$ cat src/rtl/data_mem_arb_pkg.sv
// Shared encodings for the data memory arbiter: read owners, slot grants, byte enables.
package data_mem_arb_pkg;

  localparam logic [1:0] OWN_NONE = 2'd0;
  localparam logic [1:0] OWN_CPU  = 2'd1;
  localparam logic [1:0] OWN_VID  = 2'd2;

  localparam logic [1:0] GNT_NONE = 2'd0;
  localparam logic [1:0] GNT_VID  = 2'd1;
  localparam logic [1:0] GNT_WB   = 2'd2;
  localparam logic [1:0] GNT_CPU  = 2'd3;

  localparam logic [1:0] BE_TOP  = 2'b10;
  localparam logic [1:0] BE_BOT  = 2'b01;
  localparam logic [1:0] BE_WORD = 2'b11;

endpackage

$ cat src/rtl/posted_write_buffer.sv
// Single-entry posted write register; load wins over drain so a same-cycle
// drain+post leaves the entry valid with the new contents.
module posted_write_buffer
  import data_mem_arb_pkg::*;
#(
  parameter int ADDR_WIDTH = 16,
  parameter int DATA_WIDTH = 16
) (
  input  logic                  clock,
  input  logic                  reset,
  input  logic                  load,
  input  logic [ADDR_WIDTH-1:0] load_addr,
  input  logic [DATA_WIDTH-1:0] load_data,
  input  logic [1:0]            load_be,
  input  logic                  drain,
  input  logic [ADDR_WIDTH-1:0] cmp_addr,
  output logic                  valid,
  output logic [ADDR_WIDTH-1:0] addr,
  output logic [DATA_WIDTH-1:0] data,
  output logic [1:0]            be,
  output logic                  hit
);

  always_ff @(posedge clock) begin
    if (reset) begin
      valid <= 1'b0;
      addr  <= '0;
      data  <= '0;
      be    <= '0;
    end else if (load) begin
      valid <= 1'b1;
      addr  <= load_addr;
      data  <= load_data;
      be    <= load_be;
    end else if (drain) begin
      valid <= 1'b0;
    end
  end

  assign hit = valid && (cmp_addr == addr);

endmodule

$ cat src/rtl/data_mem_arbiter.sv
// Single-port data RAM arbiter: CPU memory stage vs video fetch, with a posted
// CPU write buffer, starvation guard for video and registered read-return routing.
module data_mem_arbiter
  import data_mem_arb_pkg::*;
#(
  parameter int ADDR_WIDTH = 16,
  parameter int DATA_WIDTH = 16,
  parameter int MAX_WAIT   = 7
) (
  input  logic                  clock,
  input  logic                  reset,
  input  logic                  cpu_req,
  input  logic                  cpu_we,
  input  logic [ADDR_WIDTH-1:0] cpu_addr,
  input  logic [DATA_WIDTH-1:0] cpu_wdata,
  input  logic [1:0]            cpu_be,
  output logic                  cpu_stall,
  output logic [DATA_WIDTH-1:0] cpu_rdata,
  output logic                  cpu_rvalid,
  input  logic                  vid_req,
  input  logic [ADDR_WIDTH-1:0] vid_addr,
  output logic                  vid_gnt,
  output logic [DATA_WIDTH-1:0] vid_rdata,
  output logic                  vid_rvalid,
  output logic                  mem_en,
  output logic                  mem_we,
  output logic [1:0]            mem_be,
  output logic [ADDR_WIDTH-1:0] mem_addr,
  output logic [DATA_WIDTH-1:0] mem_wdata,
  input  logic [DATA_WIDTH-1:0] mem_rdata
);

  localparam int            VW   = $clog2(MAX_WAIT + 1);
  localparam logic [VW-1:0] VMAX = VW'(MAX_WAIT);

  logic                  wb_valid;
  logic [ADDR_WIDTH-1:0] wb_addr;
  logic [DATA_WIDTH-1:0] wb_data;
  logic [1:0]            wb_be;
  logic                  wb_hit;
  logic                  wb_load;
  logic                  wb_drain;

  logic [VW-1:0] vwait;
  logic [1:0]    rd_owner;
  logic [1:0]    slot;
  logic          cpu_noop;
  logic          vid_starved;
  logic          cpu_accept;

  assign cpu_noop    = cpu_req && cpu_we && (cpu_be == 2'b00);
  assign vid_starved = vid_req && (vwait == VMAX) && !wb_hit;

  // A pending write always drains before any CPU access, which is why a CPU
  // read never needs forwarding from the buffer.
  always_comb begin
    slot = GNT_NONE;
    if (reset)                   slot = GNT_NONE;
    else if (vid_starved)        slot = GNT_VID;
    else if (wb_valid)           slot = GNT_WB;
    else if (cpu_req && !cpu_noop) slot = GNT_CPU;
    else if (vid_req)            slot = GNT_VID;
  end

  assign wb_drain = (slot == GNT_WB);
  assign wb_load  = !reset && cpu_req && cpu_we && !cpu_noop && (slot != GNT_CPU)
                    && (!wb_valid || wb_drain);
  assign cpu_accept = !reset && (cpu_noop || (slot == GNT_CPU) || wb_load);
  assign cpu_stall  = cpu_req && !cpu_accept;
  assign vid_gnt    = (slot == GNT_VID);

  posted_write_buffer #(
    .ADDR_WIDTH(ADDR_WIDTH),
    .DATA_WIDTH(DATA_WIDTH)
  ) u_wb (
    .clock    (clock),
    .reset    (reset),
    .load     (wb_load),
    .load_addr(cpu_addr),
    .load_data(cpu_wdata),
    .load_be  (cpu_be),
    .drain    (wb_drain),
    .cmp_addr (vid_addr),
    .valid    (wb_valid),
    .addr     (wb_addr),
    .data     (wb_data),
    .be       (wb_be),
    .hit      (wb_hit)
  );

  always_comb begin
    mem_en    = 1'b0;
    mem_we    = 1'b0;
    mem_be    = '0;
    mem_addr  = '0;
    mem_wdata = '0;
    case (slot)
      GNT_VID: begin
        mem_en   = 1'b1;
        mem_be   = BE_WORD;
        mem_addr = vid_addr;
      end
      GNT_WB: begin
        mem_en    = 1'b1;
        mem_we    = 1'b1;
        mem_be    = wb_be;
        mem_addr  = wb_addr;
        mem_wdata = wb_data;
      end
      GNT_CPU: begin
        mem_en    = 1'b1;
        mem_we    = cpu_we;
        mem_be    = cpu_we ? cpu_be : BE_WORD;
        mem_addr  = cpu_addr;
        mem_wdata = cpu_we ? cpu_wdata : '0;
      end
      default: ;
    endcase
  end

  always_ff @(posedge clock) begin
    if (reset)                            vwait <= '0;
    else if (vid_gnt)                     vwait <= '0;
    else if (vid_req && (vwait != VMAX))  vwait <= vwait + VW'(1);
  end

  always_ff @(posedge clock) begin
    if (reset)                          rd_owner <= OWN_NONE;
    else if (slot == GNT_VID)           rd_owner <= OWN_VID;
    else if (slot == GNT_CPU && !cpu_we) rd_owner <= OWN_CPU;
    else                                rd_owner <= OWN_NONE;
  end

  // Returns are masked while reset is held so an in-flight read never surfaces.
  assign cpu_rvalid = !reset && (rd_owner == OWN_CPU);
  assign vid_rvalid = !reset && (rd_owner == OWN_VID);
  assign cpu_rdata  = cpu_rvalid ? mem_rdata : '0;
  assign vid_rdata  = vid_rvalid ? mem_rdata : '0;

endmodule

$ cat config.mk
export PLATFORM = sky130hd
export DESIGN_NAME = data_mem_arbiter
export DESIGN_NICKNAME = d
export VERILOG_FILES = /design/src/rtl/data_mem_arb_pkg.sv /design/src/rtl/posted_write_buffer.sv /design/src/rtl/data_mem_arbiter.sv
export SDC_FILE = /design/constraint.sdc
export NUM_CORES = 1
export LEC_CHECK = 0
export CAP_MARGIN = 20
export CORE_AREA = 2 2 82 84
export DETAILED_ROUTE_END_ITERATION = 8
export DIE_AREA = 0 0 84 86
export GPL_ROUTABILITY_DRIVEN = 0
export PLACE_DENSITY = 0.82
export RECOVER_POWER = 50
export SLEW_MARGIN = 30
export SYNTH_ARGS = -nofsm -noshare
export SYNTH_HDL_FRONTEND = slang
export SYNTH_HIERARCHICAL = 1
export SYNTH_SLANG_ARGS = --single-unit
export TNS_END_PERCENT = 5
$ cat constraint.sdc
create_clock -name clock -period 4.3 [get_ports clock]
set_input_delay 0.645 -clock clock [delete_from_list [all_inputs] [get_ports clock]]
set_output_delay 0.645 -clock clock [all_outputs]
set_load 0.05 [all_outputs]
# After elaboration in Yosys (flattened, before gate mapping)
# Cells that the tools add are included.
[op_classes]
n_addsub = 1
reduce_logical = 30
mux = 18
eq_ne = 9
[op_table]
columns = ["op", "count"]
rows = [
  ["$mux 16", 3],
  ["$pmux 16 s3", 1],
  ["$pmux 16 s2", 1],
  ["$logic_and 1x1->1", 17],
  ["$eq 16x16->1", 1],
  ["$mux 2", 6],
  ["$eq 2x2->1 const B", 3],
  ["$logic_not 1->1", 6],
  ["$pmux 2 s3", 1],
  ["$mux 1", 5],
  ["$eq 2x1->1 const B", 2],
  ["$add 3x1->3 const B", 1],
  ["$eq 3x3->1 const B", 1],
  ["$logic_or 1x1->1", 3],
  ["$ne 3x3->1 const B", 1],
  ["$reduce_or 3->1", 1],
  ["$logic_not 2->1", 1],
  ["$ne 2x2->1 const B", 1],
  ["$pmux 1 s2", 1],
  ["$reduce_bool 2->1", 1],
  ["$reduce_or 2->1", 1],
]
[word_totals]
ff_bits = 40
input_bits = 71
out_inout_bits = 72
word_cells = 65

# Depth between registers and ports, before layout
# Gate-level depths: netlist of run 1.
[depth]
word_depth = 15
mapped_depth = 13
depth_no_buf = 9

# Hierarchy
# Netlist of run 1, hierarchy kept.
[by_module_without_submodules]
columns = ["module", "area_each_um2", "cells_per_inst", "seq_area_each_um2", "n_inst"]
rows = [
  ["posted_write_buffer", 1405.1, 136, 700.7, 1],
  ["data_mem_arbiter", 1214.9, 155, 100.1, 1],
]

# Worst setup path before layout of run 1
# OpenSTA, ideal clock, no wires.
[synth_path]
path_kind = "input port to output port"
startpoint = "in vid_addr[14]"
endpoint = "out mem_en"
path_slack_ns = 0.358
required_time_ns = 3.655
path_buffers = 2
stages = 8
arrival_time_ns = 3.297
path_cell_list = "xor2_1 nor4_1 nand4_1 nor4_2 and3b_1 clkbuf_1 buf_1 o31ai_1"
[synth_between]
elab_chain_len = 9
elab_cells_between_ends = 11
classes_between = "4 x eq/ne; 3 x mux; 4 x reduce/logical"
[synth_lines]
columns = ["item", "line_no", "source"]
rows = [
  ["start: declaration", "data_mem_arbiter.sv:21", "input logic [ADDR_WIDTH-1:0] vid_addr,"],
  ["$eq 16x16->1 (*)", "posted_write_buffer.sv:40", "assign hit = valid && (cmp_addr == addr);"],
  ["$logic_and 1x1->1 (*)", "posted_write_buffer.sv:40", ""],
  ["via wb_hit", "data_mem_arbiter.sv:40", "logic wb_hit;"],
  ["$logic_not 1->1 (*)", "data_mem_arbiter.sv:52", "assign vid_starved = vid_req && (vwait == VMAX) && !wb_hit;"],
  ["$logic_and 1x1->1 (*)", "data_mem_arbiter.sv:52", ""],
  ["$mux 2 (*)", "data_mem_arbiter.sv:59", "else if (vid_starved) slot = GNT_VID;"],
  ["$mux 2 (*)", "data_mem_arbiter.sv:58", "if (reset) slot = GNT_NONE;"],
  ["$eq 2x1->1 / $eq 2x2->1 (equally long branches)", "data_mem_arbiter.sv:97", "case (slot)"],
  ["$reduce_or 3->1 (no source line) (*)", "--", ""],
  ["$mux 1 (*)", "data_mem_arbiter.sv:97", ""],
  ["end: declaration", "data_mem_arbiter.sv:25", "output logic mem_en,"],
]
# Mark *: on every way through the listed nets, which the timed path passes. The rest lies on a longest branch.

# Worst setup path in the final report of run 1
[layout_path]
startpoint = "in cpu_we"
endpoint = "out mem_addr[4]"
[layout_between]
elab_chain_len = 10
elab_cells_between_ends = 12
classes_between = "3 x eq/ne; 5 x mux; 4 x reduce/logical"
[layout_lines]
columns = ["item", "line_no", "source"]
rows = [
  ["start: declaration", "data_mem_arbiter.sv:13", "input logic cpu_we,"],
  ["$logic_and 1x1->1 (*) (2 in series)", "data_mem_arbiter.sv:51", "assign cpu_noop = cpu_req && cpu_we && (cpu_be == 2'b00);"],
  ["$logic_not 1->1 (*)", "data_mem_arbiter.sv:61", "else if (cpu_req && !cpu_noop) slot = GNT_CPU;"],
  ["$logic_and 1x1->1 (*)", "data_mem_arbiter.sv:61", ""],
  ["$mux 2 (*)", "data_mem_arbiter.sv:61", ""],
  ["$mux 2 (*)", "data_mem_arbiter.sv:60", "else if (wb_valid) slot = GNT_WB;"],
  ["$mux 2 (*)", "data_mem_arbiter.sv:59", ""],
  ["$mux 2 (*)", "data_mem_arbiter.sv:58", ""],
  ["$eq 2x2->1 / $eq 2x1->1 (equally long branches)", "data_mem_arbiter.sv:97", ""],
  ["$pmux 16 s3 (*)", "data_mem_arbiter.sv:97", ""],
  ["end: declaration", "data_mem_arbiter.sv:28", "output logic [ADDR_WIDTH-1:0] mem_addr,"],
]
# Mark *: on every way between the ends. The rest lies on a longest branch, timed or not.

==> results of run 1 <==
[worst paths after layout]
path / endpoint / slack (ps) / cells past startpoint
worst min register to register: u_wb/be[0] / 500 / 2
worst max register to register: u_wb/addr[10] / 880 / 11
worst max-delay path: mem_addr[4] / 130 / 5
worst min-delay path: u_wb/be[0] / 500 / 2
[tightest hold or removal path: cells and delay by family (launching register included)]
family | cells | cell delay [ps]
flip-flops | 1 | 330
multiplexers | 1 | 60
AND/OR/NAND/NOR | 1 | 70
[metal layers]
layer  wire, um  GRT usage (%)  up-vias
met4         81           5.28        0
met1       3260           25.7     1300
met2       4200           42.3      132
met3        690           7.03        9
met5          0              0        -
li1           -              -     1310
[power groups by stage]
stage                     clock (mW)  combinational [mW]  sequential, mW
final                          0.302               0.304           0.373
after detailed placement           0               0.308           0.382
after floorplan                    0               0.140           0.382
after CTS                      0.312               0.309           0.373
after global placement             0               0.304           0.382
after global routing           0.329               0.317           0.373
[final cells by class]
class,instances,share of cell area [%]
clock buffer,6,1.61
clock inverter,2,0.778
inverter,3,0.250
multi-input combinational,224,37.3
sequential,40,17.8
tap,77,2.14
timing repair buffer,150,40.1
[cells by family (layout without fill, tap and decap cells)]
kind of cell	Yosys count	count (layout)	synth area share (%)
AO/OA/AOI/OAI	44	44	16.0
XOR/XNOR	18	18	6.02
adder cells (fa/ha/maj)	3	3	1.34
buffers and inverters	27	161	5.11
flip-flops	40	40	30.6
multiplexers	36	36	13.8
AND/OR/NAND/NOR	123	123	27.2
[sequential cells by signal, indices dropped and copies added (netlist names)]
| signal | cells |
|---|---|
| u_wb/be | 2 |
| rd_owner | 2 |
| vwait | 3 |
| u_wb/addr | 16 |
| u_wb/data | 16 |
| u_wb/valid | 1 |
[cells in the mapped netlist, types with 2 or more instances]
master / count / area (um^2)
a21oi_1: 3 / 15.0
a22o_1: 16 / 140
nand3b_1: 2 / 15.0
buf_2: 5 / 25.0
and3b_2: 2 / 20.0
a22oi_1: 2 / 15.0
and2_1: 32 / 200
nand2_1: 7 / 26.3
nand4_1: 3 / 18.8
inv_1: 3 / 11.3
xor2_1: 4 / 35.0
mux2i_1: 36 / 360
nor4_1: 2 / 12.5
dfxtp_1: 40 / 801
xnor2_1: 14 / 123
nor2_1: 38 / 143
buf_6: 2 / 22.5
nor3_1: 4 / 20.0
a221o_2: 16 / 180
or2b_1: 3 / 22.5
nor3b_1: 20 / 150
clkbuf_1: 13 / 48.8
ha_1: 2 / 25.0
buf_4: 3 / 22.5
[metrics by stage]
step | setup slack, ps | hold slack, ps
4_1_cts | 218 | 496
3_5_place_dp | 232 | 478
2_1_floorplan | 358 | 452
5_1_grt | 32.7 | 514
6_report | 132 | 495
3_3_place_gp | 291 | 468
==> impl_metrics.yaml, run 1 <==
pwr:
  power_leakage_nw: 1.74
  vdd_drop_max_mv: 0.202
  power_uw: 980
  p_clk_share_pct: 30.9
  seq_power_share_pct: 38.1
  netSwitchingFraction_pct: 29.1
  power.internal_uw: 695
  p_comb_share_pct: 31.0
  p_per_area_mw_per_mm2: 218
  switchingPower_uw: 285
clock_network:
  root_buffer: "clkbuf_8"
  clk_latency_ps: 290
  htree_levels: 2
  clock_path_buffers: 2
  cts_setup_buffers: 0
  cts_resized: 0
  cts_buffers: 5
  ctsHoldBuffers: 0
  cts_sinks: 40
  cts_tree: "built"
  cts.clk_slew.worst_paths_ps: 70
floorplan:
  die-height_um: 86
  ios: 143
  die_w_um: 84
  num_rows: 29
  start_util_pct: 41.7
  fp.dieArea_mm2: 0.00722
  core_area_mm2: 0.00628
final_layout:
  drive_gt1_share_pct: 17.4
  final_common_cell: "clkdlybuf4s50_1"
  stdcell_area_mm2: 0.00450
  fill_cells: 475
  area_growth_syn_to_layout_pct: 71.8
  final_util_pct: 71.7
  stdcell_count: 502
  seq_area_um2: 801
  mostFrequentLayoutCells: "clkdlybuf4s50_1, dfxtp_1, nor2_1, mux2i_1"
  nNetsFinal: 497
  multiInputGateArea_mm2: 0.00168
  num_antenna_cells: 0
timing:
  finalHoldViolCount: 0
  setup-tns-final_ps: 0
  worst_pin_slew_ps: 1370
  setup_viol: 0
  clock_skew_ps: 5.09
  max-slew-margin-rel_pct: 8.64
  min_period_ps: 4170
  min_period_over_period_pct: 96.9
  rsz0062_at_grt: "no"
  slew_violations: 0
  max_freq_mhz: 240
yosys:
  synthArstFlopShare_pct: 0
  ys_seq_area_share_pct: 30.6
  syn_inst: 291
  synth_flop_cell: "dfxtp_1"
  synth_nets: 364
  syn_area_mm2: 0.00262
  synth_warnings: 6
  ys_types: 43
  avgSynthCellArea_um2: 9.00
  synth_edf_count: 0
  synth_seq_cells: 40
run:
  drv_cap: 0
global_routing:
  grt_max_degree: 53
  antenna_found_initial: 0
  grt-ovfl-total: 0
  first_global_vias: 2749
  grtUsageTotal_pct: 22.8
  grt_pass1_wl_um: 13400
worst_setup_path:
  worstSetupPathType: "primary input to output pin"
  cp-end-kind: "output pin"
  crit_arrival_ps: 3520
  cp-start-kind: "primary input"
  path_buf_inv: 2
  slowest_stage: "a311oi_2"
  crit_required_ps: 3650
  reg2reg_from: "u_wb/addr[14]"
  critPathMaxFanout: 17
  slowest_delay_ps: 1170
  critical_path.startpoint: "cpu_we"
  cp_top_family: "compound AO/OA/AOI/OAI gates"
  path_cells: "clkdlybuf4s50_1, or4b_1, a311oi_2, a221o_2, buf_12"
outcome:
  status: "finished, final reports clean"
hold_path:
  min_path_type: "flop to flop"
  hp-start: "u_wb/be[0]"
placed_design:
  dpl_cell_area_mm2: 0.00441
  place_hpwl_um: 6310
  io_buffers: 142
  place_inst: 494
drt:
  initialDrtViolationCount: 148
  firstDrtPassIters: 4
  wl_per_cell_um: 16.4
  route.detailed.drc: 0
  vias: 2751
  ant_nets: 0
  drt-vias-per-instance: 5.48
  wl_um: 8240
Power figures use the tool's default switching activity.
==> run 2, diff against run 1 <==
CORE_AREA = 2 2 86 88   (was 2 2 82 84)
CTS_CLUSTER_DIAMETER = 60   (was unset)
DIE_AREA = 0 0 88 90   (was 0 0 84 86)
SKIP_LAST_GASP = 1   (was unset)
SYNTH_HIERARCHICAL = unset   (was 1)
==> impl_metrics.yaml, run 2 <==
pwr:
  vdd_drop_max_mv: 0.0949
  p_per_area_mw_per_mm2: 202
  power_uw: 888
  power_leakage_nw: 1.92
clock_network:
  root_buffer: "clkbuf_8"
  cts_resized: 0
  htree_levels: 2
  ctsHoldBuffers: 0
  clk_latency_ps: 290
  cts_sinks: 40
  cts_buffers: 5
  cts_tree: "built"
  cts_setup_buffers: 0
  clock_path_buffers: 2
  cts.clk_slew.worst_paths_ps: 80
worst_setup_path:
  cp-end-kind: "output pin"
  crit_required_ps: 3650
  cp_top_family: "buffers and inverters"
  cp-start-kind: "primary input"
  worstSetupPathType: "primary input to output pin"
  path_buf_inv: 3
  slowest_delay_ps: 710
  path_cells: "clkdlybuf4s50_1, xnor2_1, nand4_1, nor4_1, buf_4, nor3_1, o21a_1, clkdlybuf4s50_1"
  crit_top_cell: "clkdlybuf4s50_1"
  crit_arrival_ps: 3140
  critPathMaxFanout: 4
  slowest_stage: "clkdlybuf4s50_1"
final_layout:
  num_antenna_cells: 0
  area_growth_syn_to_layout_pct: 43.0
  final_util_pct: 62.7
  reg.largest.list: "u_wb.addr: 16 flops, u_wb.data: 16 flops, vwait: 3 flops"
  nNetsFinal: 573
  mostFrequentLayoutCells: "clkdlybuf4s50_1, nor2b_1, buf_4, dfxtp_1, and2_1"
  stdcell_count: 599
  final_common_cell: "clkdlybuf4s50_1"
  drive_gt1_share_pct: 13.0
  fill_cells: 646
drt:
  initialDrtViolationCount: 165
  drt-vias-per-instance: 5.19
  wl_um: 8920
  ant_nets: 0
  vias: 3111
  firstDrtPassIters: 5
  wl_per_cell_um: 14.9
  route.detailed.drc: 0
yosys:
  synth_warnings: 0
  synth_simple_gate_area_share_pct: 28.3
  synth_compound_area_share_pct: 15.9
  synth_nets: 443
  yosys.area_share.adder_pct: 0.813
  synth.area.mux_share_pct: 16.7
  syn_inst: 370
  synth_top_family_by_area: "simple AND/OR/NAND/NOR gates"
  ys_seq_area_share_pct: 26.0
  synthArstFlopShare_pct: 0
  syn_area_mm2: 0.00308
  ys_top_cells_by_count: "nor2b_1, dfxtp_1, and2_1"
  ys_types: 37
  synth_most_common_cell: "nor2b_1"
  synth_flop_cell: "dfxtp_1"
  synth_seq_cells: 40
  yosys-top-cells-area: "dfxtp_1, mux2_4, nor2b_1, and2_1, xnor2_1"
  synth-xor-area-share_pct: 4.84
  netlist.area_leader.share_pct: 26.0
  synth_top_area_cell: "dfxtp_1"
  synth_edf_count: 0
  avgSynthCellArea_um2: 8.32
global_routing:
  first_global_vias: 2958
  grt_max_degree: 57
  antenna_found_initial: 0
  grt-ovfl-total: 0
  grt_pass1_wl_um: 14200
  grtUsageTotal_pct: 22.1
timing:
  worst_pin_slew_ps: 915
  rsz0062_at_grt: "no"
  setup-tns-final_ps: 0
  setup_viol: 0
  slew_violations: 0
  min_period_ps: 3780
  max-slew-margin-rel_pct: 39.0
  max_freq_mhz: 264
  clock_skew_ps: 5.02
  finalHoldViolCount: 0
  min_period_over_period_pct: 88.0
floorplan:
  die_w_um: 88
  die-height_um: 90
  num_rows: 31
  start_util_pct: 43.8
  ios: 143
  core_area_mm2: 0.00702
  fp.dieArea_mm2: 0.00792
hold_path:
  min_path_type: "flop to flop"
placed_design:
  io_buffers: 142
  place_hpwl_um: 6720
  place_inst: 591
outcome:
  status: "finished, final reports clean"
run:
  drv_cap: 0
[run 2: changes by cell type after synthesis, moves of 17 or more]
cell,delta
nor3_1,+18
mux2_4,+30
a21oi_1,+17
nor3b_1,-18
inv_1,+17
mux2i_1,-34
nor2b_1,+52
nor2_1,-17
[run 2: path summary, 6_finish.rpt]
| check | from | end | slack (ps) | cells after the start |
|---|---|---|---|---|
| setup / recovery | vid_addr[12] | cpu_stall | 520 | 8 |
| hold / removal | vwait[1] | vwait[1] | 540 | 2 |
| setup reg to reg | vwait[0] | u_wb.addr[9] | 930 | 7 |
| hold reg to reg | vwait[1] | vwait[1] | 540 | 2 |
[run 2: logic make-up after synthesis]
| logic type | after synthesis |
|---|---|
| flip-flops | 40 |
| XOR/XNOR | 17 |
| AND/OR/NAND/NOR | 157 |
| adder cells (fa/ha/maj) | 2 |
| multiplexers | 36 |
| buffers and inverters | 51 |
| AO/OA/AOI/OAI | 67 |
[run 2: layout make-up]
| type | count | area, um^2 | area share [%] |
|---|---|---|---|
| Multi-Input combinational cell | 279 | 1920 | 43.6 |
| Timing Repair Buffer | 154 | 1410 | 31.9 |
| Sequential cell | 40 | 802 | 18.2 |
| Tap cell | 99 | 124 | 2.81 |
| Inverter | 20 | 75.1 | 1.71 |
| Clock buffer | 6 | 72.6 | 1.65 |
| Clock inverter | 1 | 5.00 | 0.114 |
[run 2: power breakdown]
part / switching (mW) / internal, mW / leakage, nW
clock: 0.130 / 0.110 / 0.0410
combinational: 0.154 / 0.119 / 1.56
sequential: 0.00150 / 0.373 / 0.323
[run 2: tightest hold or removal path: stages (launching register included)]
cell and delay [ps]:
dfxtp_1 320, mux2i_1 120, nor3_1 50
[run 2: layer usage]
layer / track usage, % / up-vias / wire length [um]
met3: 4.78 / 18 / 648
met5: 0 / - / 0
met2: 38.4 / 127 / 4400
met1: 25.9 / 1434 / 3610
li1: - / 1532 / -
met4: 8.85 / 0 / 266
[run 2: metrics by stage]
step	setup slack, ps	hold slack (ps)	area [um^2]
floorplan	643	502	3080
global placement	670	518	4460
detailed placement	659	529	4460
CTS	649	540	4540
global route	367	568	4400
finish	516	538	4400
